## config.mk

```make
export PLATFORM = sky130hd
export DESIGN_NAME = pow_seq_ctrl
export DESIGN_NICKNAME = d
export VERILOG_FILES = /design/src/rtl/pow_seq_ctrl.sv
export SDC_FILE = /design/constraint.sdc
export NUM_CORES = 1
export LEC_CHECK = 0
export CAP_MARGIN = 20
export CORE_UTILIZATION = 52
export DETAILED_ROUTE_END_ITERATION = 10
export PLACE_DENSITY = 0.72
export RECOVER_POWER = 100
export SKIP_CTS_REPAIR_TIMING = 1
export SLEW_MARGIN = 20
export SYNTH_ARGS = -nofsm -noshare
export SYNTH_HDL_FRONTEND = slang
export SYNTH_SLANG_ARGS = --single-unit
```

## constraint.sdc

```tcl
create_clock -name clk -period 14.5 [get_ports clk]
set_clock_uncertainty 0.2 [all_clocks]
set_input_delay 2.9 -clock clk [delete_from_list [all_inputs] [get_ports clk]]
set_output_delay 2.9 -clock clk [all_outputs]
set_load 0.02 [all_outputs]
```

## src/rtl/pow_seq_ctrl.sv

```systemverilog
// pow_seq_ctrl: sequential exponentiation controller.
// Computes OUT = A^E mod 2^W with one shared W x W multiplier, using
// right-to-left square-and-multiply. Latency is fixed regardless of data.
//
// Ports:
//   clk    - system clock, rising edge
//   rst_n  - synchronous active-low reset
//   start  - request, sampled only in IDLE
//   A      - base, captured on the accepted start edge
//   E      - exponent, captured on the accepted start edge
//   OUT    - registered result A^E mod 2^W, valid from the done cycle
//   busy   - high during MUL/SQR iteration
//   done   - one-cycle completion pulse
//   ovf    - true A^E >= 2^W, valid with done
//
// state  | meaning
// IDLE   | waiting for start
// MUL    | conditionally fold base into res (exp[0])
// SQR    | square base, shift exp, count iteration
// DONE   | OUT/ovf valid, done pulse, back to IDLE
module pow_seq_ctrl #(
    parameter int W  = 7,
    parameter int EW = 3
) (
    input  logic          clk,
    input  logic          rst_n,
    input  logic          start,
    input  logic [W-1:0]  A,
    input  logic [EW-1:0] E,
    output logic [W-1:0]  OUT,
    output logic          busy,
    output logic          done,
    output logic          ovf
);

    localparam int CW = (EW > 1) ? $clog2(EW) : 1;
    localparam logic [CW-1:0] CNT_LAST = CW'(EW - 1);

    typedef enum logic [1:0] {
        S_IDLE = 2'd0,
        S_MUL  = 2'd1,
        S_SQR  = 2'd2,
        S_DONE = 2'd3
    } state_t;

    state_t         state_q, state_d;
    logic [W-1:0]   res_q, res_d;
    logic [W-1:0]   base_q, base_d;
    logic [EW-1:0]  exp_q, exp_d;
    logic [CW-1:0]  cnt_q, cnt_d;
    logic           ovf_int_q, ovf_int_d;
    logic [W-1:0]   out_q, out_d;
    logic           ovf_q, ovf_d;

    // Shared multiplier: MUL uses res*base, every other state base*base.
    logic [W-1:0]   mul_a;
    logic [2*W-1:0] prod;
    logic [W-1:0]   prod_lo;
    logic           prod_hi_nz;
    logic [EW-1:0]  exp_shr;

    assign mul_a      = (state_q == S_MUL) ? res_q : base_q;
    assign prod       = (2*W)'(mul_a) * (2*W)'(base_q);
    assign prod_lo    = prod[W-1:0];
    assign prod_hi_nz = (prod[2*W-1:W] != '0);
    assign exp_shr    = exp_q >> 1;

    always_ff @(posedge clk) begin
        if (!rst_n) begin
            state_q   <= S_IDLE;
            res_q     <= '0;
            base_q    <= '0;
            exp_q     <= '0;
            cnt_q     <= '0;
            ovf_int_q <= 1'b0;
            out_q     <= '0;
            ovf_q     <= 1'b0;
        end else begin
            state_q   <= state_d;
            res_q     <= res_d;
            base_q    <= base_d;
            exp_q     <= exp_d;
            cnt_q     <= cnt_d;
            ovf_int_q <= ovf_int_d;
            out_q     <= out_d;
            ovf_q     <= ovf_d;
        end
    end

    always_comb begin
        state_d   = state_q;
        res_d     = res_q;
        base_d    = base_q;
        exp_d     = exp_q;
        cnt_d     = cnt_q;
        ovf_int_d = ovf_int_q;
        out_d     = out_q;
        ovf_d     = ovf_q;

        case (state_q)
            S_IDLE: begin
                if (start) begin
                    res_d     = W'(1);
                    base_d    = A;
                    exp_d     = E;
                    cnt_d     = '0;
                    ovf_int_d = 1'b0;
                    state_d   = S_MUL;
                end
            end
            S_MUL: begin
                if (exp_q[0]) begin
                    res_d = prod_lo;
                    if (prod_hi_nz) ovf_int_d = 1'b1;
                end
                state_d = S_SQR;
            end
            S_SQR: begin
                base_d = prod_lo;
                exp_d  = exp_shr;
                cnt_d  = cnt_q + CW'(1);
                // A square only matters if a later MUL will consume it.
                if (prod_hi_nz && (exp_shr != '0)) ovf_int_d = 1'b1;
                if (cnt_q == CNT_LAST) begin
                    // Load results on entry so they are visible in DONE.
                    out_d   = res_q;
                    ovf_d   = ovf_int_d;
                    state_d = S_DONE;
                end else begin
                    state_d = S_MUL;
                end
            end
            S_DONE: begin
                state_d = S_IDLE;
            end
            default: begin
                state_d = S_IDLE;
            end
        endcase
    end

    assign OUT  = out_q;
    assign ovf  = ovf_q;
    assign busy = (state_q == S_MUL) || (state_q == S_SQR);
    assign done = (state_q == S_DONE);

endmodule

```

# --- Yosys cells after proc, flatten, opt, wreduce, memory -nomap -nowiden ---
# Index checks and enable logic that the tools add are counted.
word_totals:
  wordCells: 47
  regBits: 30
  output_inout_bits: 10
classes:
  reduce_logical: 12
  multipliers: 1
  mux: 18
  eq_ne: 7
  add_sub_neg: 1
ops:
  columns: ["cell", "n"]
  rows:
  - ["$mux W7", 4]
  - ["$pmux W7 S2", 2]
  - ["$mul A7 B7 Y14", 1]
  - ["$pmux W2 S4", 1]
  - ["$reduce_bool A7 Y1", 1]
  - ["$eq A2 B2 Y1 const B", 3]
  - ["$mux W2", 3]
  - ["$ne A2 B2 Y1 const B", 3]
  - ["$pmux W3 S2", 1]
  - ["$reduce_bool A3 Y1", 2]
  - ["$mux W1", 4]
  - ["$pmux W2 S2", 1]
  - ["$reduce_and A2 Y1", 2]
  - ["$reduce_and A4 Y1", 1]
  - ["$reduce_bool A2 Y1", 2]
  - ["$mux W3", 1]
  - ["$pmux W1 S3", 1]
  - ["$reduce_and A3 Y1", 1]
  - ["$add A2 B1 Y2 const B", 1]
  - ["$eq A2 B1 Y1 const B", 1]
  - ["$logic_not A2 Y1", 1]
  - ["$logic_and A1 B1 Y1", 1]
  - ["$logic_or A1 B1 Y1", 1]

# --- Logic depth before layout (Yosys ltp) ---
logic_depth:
  word_depth: 7
  mapped_depth: 21

# --- Worst setup path before layout ---
# No wires, ideal clock.
synth_timing:
  path_type: "reg-to-reg"
  startpoint: "reg state_q[0]"
  endpoint: "reg ovf_int_q"
  required_time_ns: 14.228
  synth_period_minus_slack_ns: 5.401
  arrival_time_ns: 5.130
  path_stages_with_launch: 19
  slack_ns: 9.099
  n_path_buf: 1
  setup_ns: 0.072
  cell_sequence: "dfxtp_1 -> ha_1 -> buf_1 -> mux2i_1 -> nand2b_1 -> fa_1 -> fa_1 -> inv_1 -> fa_1 -> inv_1 -> fa_1 -> inv_1 -> ha_1 -> nand3_1 -> o22ai_1 -> o41ai_2 -> a311oi_1 -> nor4_2 -> mux2i_1"
synth_between:
  elab_chain_len: 7
  word_cells_on_any_way: 14
synth_rtl:
  columns: ["item", "line", "source"]
  rows:
  - ["from (decl)", "46", "state_t state_q, state_d;"]
  - ["from (signal assigned)", "79", "state_q <= state_d;"]
  - ["$eq A2 B1 Y1", "62, 100", null]
  - ["$mux W7", "62", "assign mul_a = (state_q == S_MUL) ? res_q : base_q;"]
  - ["$mul A7 B7 Y14", "63", "assign prod = (2*W)'(mul_a) * (2*W)'(base_q);"]
  - ["$reduce_bool A7 Y1", "65", "assign prod_hi_nz = (prod[2*W-1:W] != '0);"]
  - ["$logic_and A1 B1 Y1", "123", "if (prod_hi_nz && (exp_shr != '0)) ovf_int_d = 1'b1;"]
  - ["$mux W1", "123", null]
  - ["$pmux W1 S3", "100", "case (state_q)"]
  - ["to (signal assigned)", "84", "ovf_int_q <= ovf_int_d;"]
  - ["to (decl)", "51", "logic ovf_int_q, ovf_int_d;"]
# Parallel ways exist; a longest one is shown, timed or not.
# A chain may end at the register's enable or synchronous reset.

# --- Final worst setup path ---
# Ends and elaborated chain as after synthesis.

==> reports/qor.yml <==
status: "finished, final reports clean"
post-route-min-period_ns: 6.22
die_y_um: 78.3
design.core.area_um2: 5570
syn_area_um2: 3030
timing.rr.end: "ovf_int_q"
design_area_um2: 3360
rr_worst_depth: 17
yosys-top-cells-area: "dfxtp_1, fa_1, ha_1"
placed_cells: 433
crit_top_cell: "fa_1"
dr.pass1.iters: 4
post-place-ws_ns: 8.68
grt_pass1_vias: 2437
synth_top_area_frac: 0.198
drt-total-wl_mm: 6.73
worstHoldPathType: "flip-flop to flip-flop"
synth_edf_count: 0
slowest_stage: "o41ai_1"
endpoint: "ovf_int_q"
async_flop_share: 0
track_usage: 0.249
ys_warn_count: 0
r2r_slack_ns: 8.28
power.leakage_nw: 1.53
cp_top_family: "adder cells"
grt_antenna_before_repair: 0
syn_nets: 427
grt_overflow: 0
ys.flop_type: "dfxtp_1"
synthDistinctLibCells: 45
r2r_start: "state_q[0]"
die-area_um2: 6130
gp_congestion: 0.884
ant_nets: 0
power-per-cell-area_nw_per_um2: 140
syn_area_per_cell_um2: 8.60
vias: 2489
viasPerCell: 5.64
cp_max_fo: 13
yosys.area.top_type: "dfxtp_1"
fill_cells: 511
tritoncts: "built"
cts_max_path_buffers: 2
clkLatencyLatePin_ns: 0.29
report.final.slew_viol_count: 0
setup_ws_ns: 8.28
rsz0062_at_grt: "no"
grt_pass1_wl_mm: 11.9
grt_max_degree: 29
hold_viol: 0
startpoint_type: "flip-flop"
post-route-period-util: 0.429
crit_type: "flip-flop to flip-flop"
finalNetCount: 443
fp.dieW_um: 78.3
path_cells: "ha_1, mux2i_1, nand2b_1, fa_1, fa_1, inv_1, fa_1, inv_1, fa_1, inv_1, ha_1, nand3_1, o22ai_1, o41ai_1, a311oi_1, nor4_1, mux2i_1"
slowest_delay_ns: 0.56
rows: 27
worstPathArrival_ns: 6.23
cts_buffers: 5
syn_to_final_growth_pct: 11.1
drt_first_iter_violations: 146
synthTopCellsByCount: "nand2_1, ha_1, inv_1"
crit_required_ns: 14.52
synth_cells: 352
layout.cells.non_filler: 441
drv_cap: 0
clk_pin_slew_ns: 0.06
initial_core_util: 0.543
root_buffer: "clkbuf_8"
io_buffers: 22
cp.depth: 17
end_kind: "flip-flop"
ys_seq_area_frac: 0.198
max_freq_mhz: 161
drc: 0
tightest_slew_ns: 0.863
finalSetupViolCount: 0
post_drt_wl_per_cell_um: 15.3
critPathBufInv: 3
hpwl_mm: 5.20
relSlewSlack: 0.424
ir_drop_mv: 0.0868
pin_count: 23
layout-drive-gt1-share: 0.0461
crit_start: "state_q[0]"
synth-seq-cells: 30
clkSinkCount: 30
synth.most_common_cell: "nand2_1"
setup_tns_ns: 0
htreeDepth: 2
diodes: 0
placed_cell_area_um2: 3280
-- sequential cells by signal, indices dropped and copies added, names as in the netlist --
signal / cells
OUT: 7
base_q: 7
res_q: 7
exp_q: 3
cnt_q: 2
state_q: 2
ovf: 1
ovf_int_q: 1
-- report_power, final --
part | switching, W | leakage [nW] | total [W] | internal, W
logic | 0.000164 | 1.23 | 0.000283 | 0.000119
clock network | 0.0000325 | 0.0482 | 0.0000707 | 0.0000382
registers | 0.0000229 | 0.245 | 0.000118 | 0.0000950
-- routing by layer --
| layer | up-vias | part of all wire | track usage |
|---|---|---|---|
| met5 | - | 0 | 0 |
| met4 | 0 | 0.0097 | 0.0574 |
| met3 | 7 | 0.039 | 0.0512 |
| met2 | 43 | 0.47 | 0.401 |
| met1 | 1210 | 0.48 | 0.344 |
| li1 | 1229 | - | - |
-- kinds of logic (layout without fill, tap and decap cells) --
| logic type | count (synthesis) | after routing | synth area share |
|---|---|---|---|
| and+or+nand+nor | 117 | 117 | 0.189 |
| AOI/OAI and AO/OA | 70 | 70 | 0.155 |
| adders and majority gates | 62 | 62 | 0.316 |
| buffers and inverters | 49 | 66 | 0.0620 |
| DFF | 30 | 30 | 0.198 |
| muxes | 18 | 18 | 0.0616 |
| xor gates and xnor gates | 6 | 6 | 0.0174 |
-- tightest hold or removal path, delay by kind of cell, from the launching register on --
kind,cells,cell delay (ns)
flip-flops,1,0.31
AO/OA/AOI/OAI,1,0.05
AND/OR/NAND/NOR,1,0.05
-- per-stage QoR --
step | utilization | power, W | hold WS, ns
floorplan | - | 0.000337 | 0.251
global placement | 0.589 | 0.000395 | 0.246
detailed placement | 0.589 | 0.000402 | 0.250
CTS | 0.606 | 0.000476 | 0.259
global route | 0.603 | 0.000521 | 0.280
finish | 0.603 | 0.000471 | 0.253
-- layout by cell type (no fill, tap or decap), types with 5 or more instances in the layout --
cell	n
nor2_1	28
o21ai_0	10
nand2_1	39
fa_1	24
mux2i_1	13
and2_1	15
a22oi_1	6
clkdlybuf4s50_1	10
inv_1	36
nor2b_1	12
a21oi_1	20
o21a_1	6
clkbuf_8	6
dlygate4sd3_1	12
a211oi_1	9
dfxtp_1	30
nand2b_1	5
ha_1	38
-- worst min path at each step --
stage,start,endpoint,slack [ns],depth (start not counted)
6_report,OUT[1],OUT[1],0.25,2
5_1_grt,OUT[6],OUT[6],0.28,2
4_1_cts,OUT[1],OUT[1],0.26,2
3_5_place_dp,OUT[1],OUT[1],0.25,2
3_3_place_gp,OUT[5],OUT[5],0.25,2
2_1_floorplan,res_q[2],OUT[2],0.25,2
-- cell type report --
cell class	count	area (µm²)	share of cell area
clock buffer	7	86.3	0.0257
sequential	30	601	0.179
clock inverter	1	5.00	0.00149
inverter	36	135	0.0402
tap	72	90.1	0.0268
timing repair buffer	22	220	0.0655
multi-input combinational	273	2220	0.662
Note: power is estimated with default switching activity, not from simulation.
